--- config.mk ---
export PLATFORM = sky130hd
export DESIGN_NAME = jk_bank_sched
export DESIGN_NICKNAME = d
export VERILOG_FILES = /design/src/rtl/jk_bank_sched.sv
export SDC_FILE = /design/constraint.sdc
export NUM_CORES = 1
export LEC_CHECK = 0
export ABC_AREA = 1
export CAP_MARGIN = 20
export CORE_MARGIN = 1
export CORE_UTILIZATION = 45
export CTS_CLUSTER_DIAMETER = 120
export CTS_CLUSTER_SIZE = 10
export DETAILED_ROUTE_END_ITERATION = 6
export GPL_ROUTABILITY_DRIVEN = 0
export PLACE_DENSITY = 0.79
export SLEW_MARGIN = 10
export SYNTH_ARGS = -nofsm -noshare
export SYNTH_HDL_FRONTEND = slang
export SYNTH_SLANG_ARGS = --single-unit
--- constraint.sdc ---
create_clock -name clk -period 1.5 [get_ports clk]
set_input_delay 0.3 -clock clk [delete_from_list [all_inputs] [get_ports clk]]
set_output_delay 0.3 -clock clk [all_outputs]
set_load 0.005 [all_outputs]
--- src/rtl/jk_bank_sched.sv ---
`default_nettype none
// ============================================================================
//  Module   : jk_bank_sched
//  Purpose  : Command scheduler for a bank of WIDTH JK flip-flops. Two
//             requesters (A, B) issue per-bit hold/clear/set/toggle commands
//             over valid/ready handshakes. The winner is registered onto the
//             J/K drive vectors and a shadow copy of the bank state (q) is
//             kept. Toggle commands with a nonzero count expand into a
//             multi-cycle toggle burst.
//  Ports    : clk, rst              - clock, synchronous active-high reset
//             a_valid/a_ready/a_op/a_mask/a_cnt - requester A command channel
//             b_valid/b_ready/b_op/b_mask/b_cnt - requester B command channel
//             j, k                  - registered J/K drive to the bank
//             q                     - shadow bank state
//             busy                  - high while a toggle burst is running
//             grant_b               - last accepted requester (0 = A, 1 = B)
//  Config   : JK_SCHED_RR_EN defined   -> round-robin arbitration
//             JK_SCHED_RR_EN undefined -> fixed priority, A wins
//  Revision : 1.0 - initial release
// ============================================================================
module jk_bank_sched #(
    parameter int WIDTH = 8,
    parameter int CNT_W = 4
) (
    input  logic             clk,
    input  logic             rst,
    input  logic             a_valid,
    output logic             a_ready,
    input  logic [1:0]       a_op,
    input  logic [WIDTH-1:0] a_mask,
    input  logic [CNT_W-1:0] a_cnt,
    input  logic             b_valid,
    output logic             b_ready,
    input  logic [1:0]       b_op,
    input  logic [WIDTH-1:0] b_mask,
    input  logic [CNT_W-1:0] b_cnt,
    output logic [WIDTH-1:0] j,
    output logic [WIDTH-1:0] k,
    output logic [WIDTH-1:0] q,
    output logic             busy,
    output logic             grant_b
);

    localparam logic [0:0] c_st_idle  = 1'b0;
    localparam logic [0:0] c_st_burst = 1'b1;
    localparam logic [1:0] c_op_tog   = 2'b11;

    logic [0:0]       r_state, w_state_nxt;
    logic [CNT_W-1:0] r_rem, w_rem_nxt;
    logic [WIDTH-1:0] r_mask, w_mask_nxt;
    logic [WIDTH-1:0] r_j, r_k, r_q;
    logic [WIDTH-1:0] w_j_nxt, w_k_nxt, w_q_nxt;
    logic             r_grant_b, w_grant_b_nxt;

    logic             w_idle;
    logic             w_sel_b;
    logic             w_xfer;
    logic [1:0]       w_op;
    logic [WIDTH-1:0] w_mask;
    logic [CNT_W-1:0] w_cnt;

    // Readies are gated by rst so nothing is handed over on a reset edge.
    assign w_idle = (r_state == c_st_idle) & ~rst;

`ifdef JK_SCHED_RR_EN
    // Pointer names the requester that wins a tie; after every transfer it
    // moves to the requester that was not just served.
    logic r_ptr_b;

    always_ff @(posedge clk) begin
        if (rst) begin
            r_ptr_b <= 1'b0;
        end else if (w_xfer) begin
            r_ptr_b <= ~w_sel_b;
        end
    end

    assign w_sel_b = b_valid & (~a_valid | r_ptr_b);
`else
    assign w_sel_b = b_valid & ~a_valid;
`endif

    assign a_ready = w_idle & a_valid & ~w_sel_b;
    assign b_ready = w_idle & w_sel_b;
    assign w_xfer  = a_ready | b_ready;

    assign w_op   = w_sel_b ? b_op   : a_op;
    assign w_mask = w_sel_b ? b_mask : a_mask;
    assign w_cnt  = w_sel_b ? b_cnt  : a_cnt;

    always_comb begin
        w_state_nxt   = r_state;
        w_rem_nxt     = r_rem;
        w_mask_nxt    = r_mask;
        w_grant_b_nxt = r_grant_b;
        w_j_nxt       = '0;
        w_k_nxt       = '0;
        case (r_state)
            c_st_idle: begin
                if (w_xfer) begin
                    // op[1] selects J (set/toggle), op[0] selects K (clear/toggle)
                    w_j_nxt       = w_mask & {WIDTH{w_op[1]}};
                    w_k_nxt       = w_mask & {WIDTH{w_op[0]}};
                    w_grant_b_nxt = w_sel_b;
                    if ((w_op == c_op_tog) && (w_cnt != '0)) begin
                        w_state_nxt = c_st_burst;
                        w_rem_nxt   = w_cnt;
                        w_mask_nxt  = w_mask;
                    end
                end
            end
            c_st_burst: begin
                w_j_nxt   = r_mask;
                w_k_nxt   = r_mask;
                w_rem_nxt = r_rem - CNT_W'(1);
                if (r_rem == CNT_W'(1)) begin
                    w_state_nxt = c_st_idle;
                end
            end
            default: begin
                w_state_nxt = c_st_idle;
            end
        endcase
    end

    // JK next-state applied to the shadow copy with the values being driven.
    assign w_q_nxt = (r_q & ~w_k_nxt) | (~r_q & w_j_nxt);

    always_ff @(posedge clk) begin
        if (rst) begin
            r_state   <= c_st_idle;
            r_rem     <= '0;
            r_mask    <= '0;
            r_j       <= '0;
            r_k       <= '0;
            r_q       <= '0;
            r_grant_b <= 1'b0;
        end else begin
            r_state   <= w_state_nxt;
            r_rem     <= w_rem_nxt;
            r_mask    <= w_mask_nxt;
            r_j       <= w_j_nxt;
            r_k       <= w_k_nxt;
            r_q       <= w_q_nxt;
            r_grant_b <= w_grant_b_nxt;
        end
    end

    assign j       = r_j;
    assign k       = r_k;
    assign q       = r_q;
    assign busy    = (r_state == c_st_burst);
    assign grant_b = r_grant_b;

endmodule
`default_nettype wire

==> results of run 1 <==
## power by group
part	switching (mW)	internal, mW
combinational	0.244	0.281
clock	0.348	0.369
sequential	0.0281	1.06
## timing repair
item,4_1_cts,5_1_grt
cloned,0,0
endpoints found under the setup margin,31,17
buffers inserted,6,0
hold buffers,0,0
pin swaps,3,4
resized for setup,15,11
## layout make-up
class                   instances  area [sq um]
repair buffers                 91           888
clock inverters                 2          12.5
well taps                      48          60.1
inverters                      36           138
multi-input cells             189           897
fillers                       300           900
flip-flops and latches         38           766
clock buffers                   6          82.6
## state kept, by name, indices dropped and copies added, names as in the netlist
signal	count
busy	1
grant_b	1
j	8
k	8
q	8
r_mask	8
r_rem	4
## cell families after synthesis
logic type / count (synthesis) / synth area share (%)
compound gates: 36 / 10.7
xor+xnor: 1 / 0.485
fa+ha+maj: 2 / 1.38
buf+inv: 45 / 10.2
flops: 38 / 42.1
simple gates: 150 / 35.1
## layout by cell type (no fill, tap or decap), types with 3 or more instances in the layout
cell / n
a21oi_1: 10
a21oi_2: 3
buf_12: 4
buf_4: 25
buf_6: 3
clkbuf_8: 6
clkdlybuf4s50_1: 52
dfxtp_1: 34
dfxtp_2: 4
dlygate4sd2_1: 5
inv_1: 32
nand2_1: 75
nand2_4: 3
nand3_1: 20
nor2_1: 43
nor2_4: 3
o21ai_0: 17
## worst paths after layout
| check | startpoint | to | slack (ps) | cells after the start |
|---|---|---|---|---|
| worst max register to register | busy | r_mask[6] | 70 | 11 |
| worst min register to register | r_mask[4] | r_mask[4] | 470 | 2 |
| worst min-delay path | r_mask[4] | r_mask[4] | 470 | 2 |
| worst max-delay path | q[0] | q[0] | 50 | 1 |
## metal layers
layer	up-vias	wire [um]	GRT usage, %
met4	0	27	6.52
met2	52	2420	45.2
li1	1021	-	-
met5	-	0	0
met3	4	196	5.21
met1	860	1930	26.4
## metrics by stage
stage | hold slack, ps | power [mW] | utilization (%) | cell area (sq um)
floorplan | 443 | 1.33 | - | 1810
global placement | 451 | 1.59 | 70.8 | 2650
detailed placement | 458 | 1.60 | 70.8 | 2650
CTS | 468 | 2.33 | 75.0 | 2810
global route | 491 | 2.44 | 76.0 | 2840
finish | 465 | 2.33 | 76.0 | 2840
==> flow_summary.yaml, run 1 <==
worst_setup_path:
  slowest_stage: "clkdlybuf4s50_1"
  path_delay_family: "buffers and inverters"
  cp_slowest_stage_delay_ps: 510
  path_cells: "clkdlybuf4s50_1"
  cp-start-kind: "register"
  crit_fanout: 3
  cp.required_ps: 1200
  worst-path-buf-inv: 1
  crit_type: "reg2out"
  endpoint_kind: "output port"
  cp_data_arrival_time_ps: 1150
timing:
  finalCritPeriodShare_pct: 96.4
  setup_ws_ps: 54.6
  slew_violations: 0
  fin_tns_setup_ps: 0
  hold_viol: 0
  setup_violations: 0
  period_minus_slack_ps: 1450
  rsz0062_at_grt: "true"
  maxSlewHeadroom_pct: 78.3
  skew_ps: 3.76
  tightest_slew_ps: 326
  fmax_mhz: 692
logic_synthesis:
  syn_avg_cell_area_sq_um: 6.65
  yosys_warnings: 0
  synth_cell_type_count: 24
  syn-num-nets: 306
  ys_ff_latch: 38
  async_reset_ff_share_pct: 0
  seq_area_frac_synth_pct: 42.1
  ys.flop_type: "dfxtp_1"
  synth_common_cells: "75 x nand2_1, 45 x nor2_1, 38 x dfxtp_1, 33 x inv_1, 21 x nand3_1"
  synthTopCellsByArea: "dfxtp_1 42%, nand2_1 16%, nor2_1 9.3%, inv_1 6.9%, nand3_1 5.8%"
  netlist_area_sq_um: 1810
  yosys.area.top_type_share_pct: 42.1
  yosysTopAreaCell: "dfxtp_1"
  synth-edff-count: 0
  netlist_instances: 272
  yosysMostFrequentCell: "nand2_1"
placed_design:
  dpl.cell_count: 397
  dp_slack_ps: -456
  port_buffers: 59
  place_hpwl_um: 3400
power:
  max-vdd-ir-drop_uv: 608
  powerDensity_nw_per_um2: 818
  cellLeakagePower_nw: 1.21
global_route:
  grt_overflow: 0
  grt_pass1_wl_um: 7920
  grt_pass1_vias: 1916
  antenna_found_initial: 0
  grt_max_degree: 30
  grt_usage_pct: 23.9
floorplanning:
  coreArea_sq_um: 3740
  die_h_um: 65.4
  die_area_sq_um: 4280
  dieWidth_um: 65.4
  io_pins: 60
  rows: 22
  start_util_pct: 48.3
route:
  first_iter_violations: 70
  final_antenna_net_count: 0
  num_vias: 1937
  wl_per_cell_um: 11.2
  wirelength_um: 4580
  vias_per_cell: 4.72
  route.detailed.drc: 0
  first_pass_iters: 4
cts:
  clkSinkCount: 38
  clk_latency_ps: 280
  cts_tree: "done"
  cts_buffers: 5
  cts.clk_slew.worst_paths_ps: 70
  htree_levels: 2
  clock_path_buffers: 2
  cts_root_buffer: "clkbuf_8"
final_layout:
  nets: 395
  diodes: 0
  syn2layout_area_growth_pct: 57.3
  fin_cells: 410
  layout-drive-gt1-share_pct: 17.4
run:
  maxCapViolations: 0
outcome:
  status: "finished clean"
hold_path:
  hold_class: "reg2reg"
No activity file was read; power rests on OpenSTA's default activity.
==> run 2: changes to the inputs <==
CAP_MARGIN = not set   (was 20)
RECOVER_POWER = 25   (was not set)
==> results of run 2 <==
The final DEF is identical to that of run 1; final timing and power are the same.
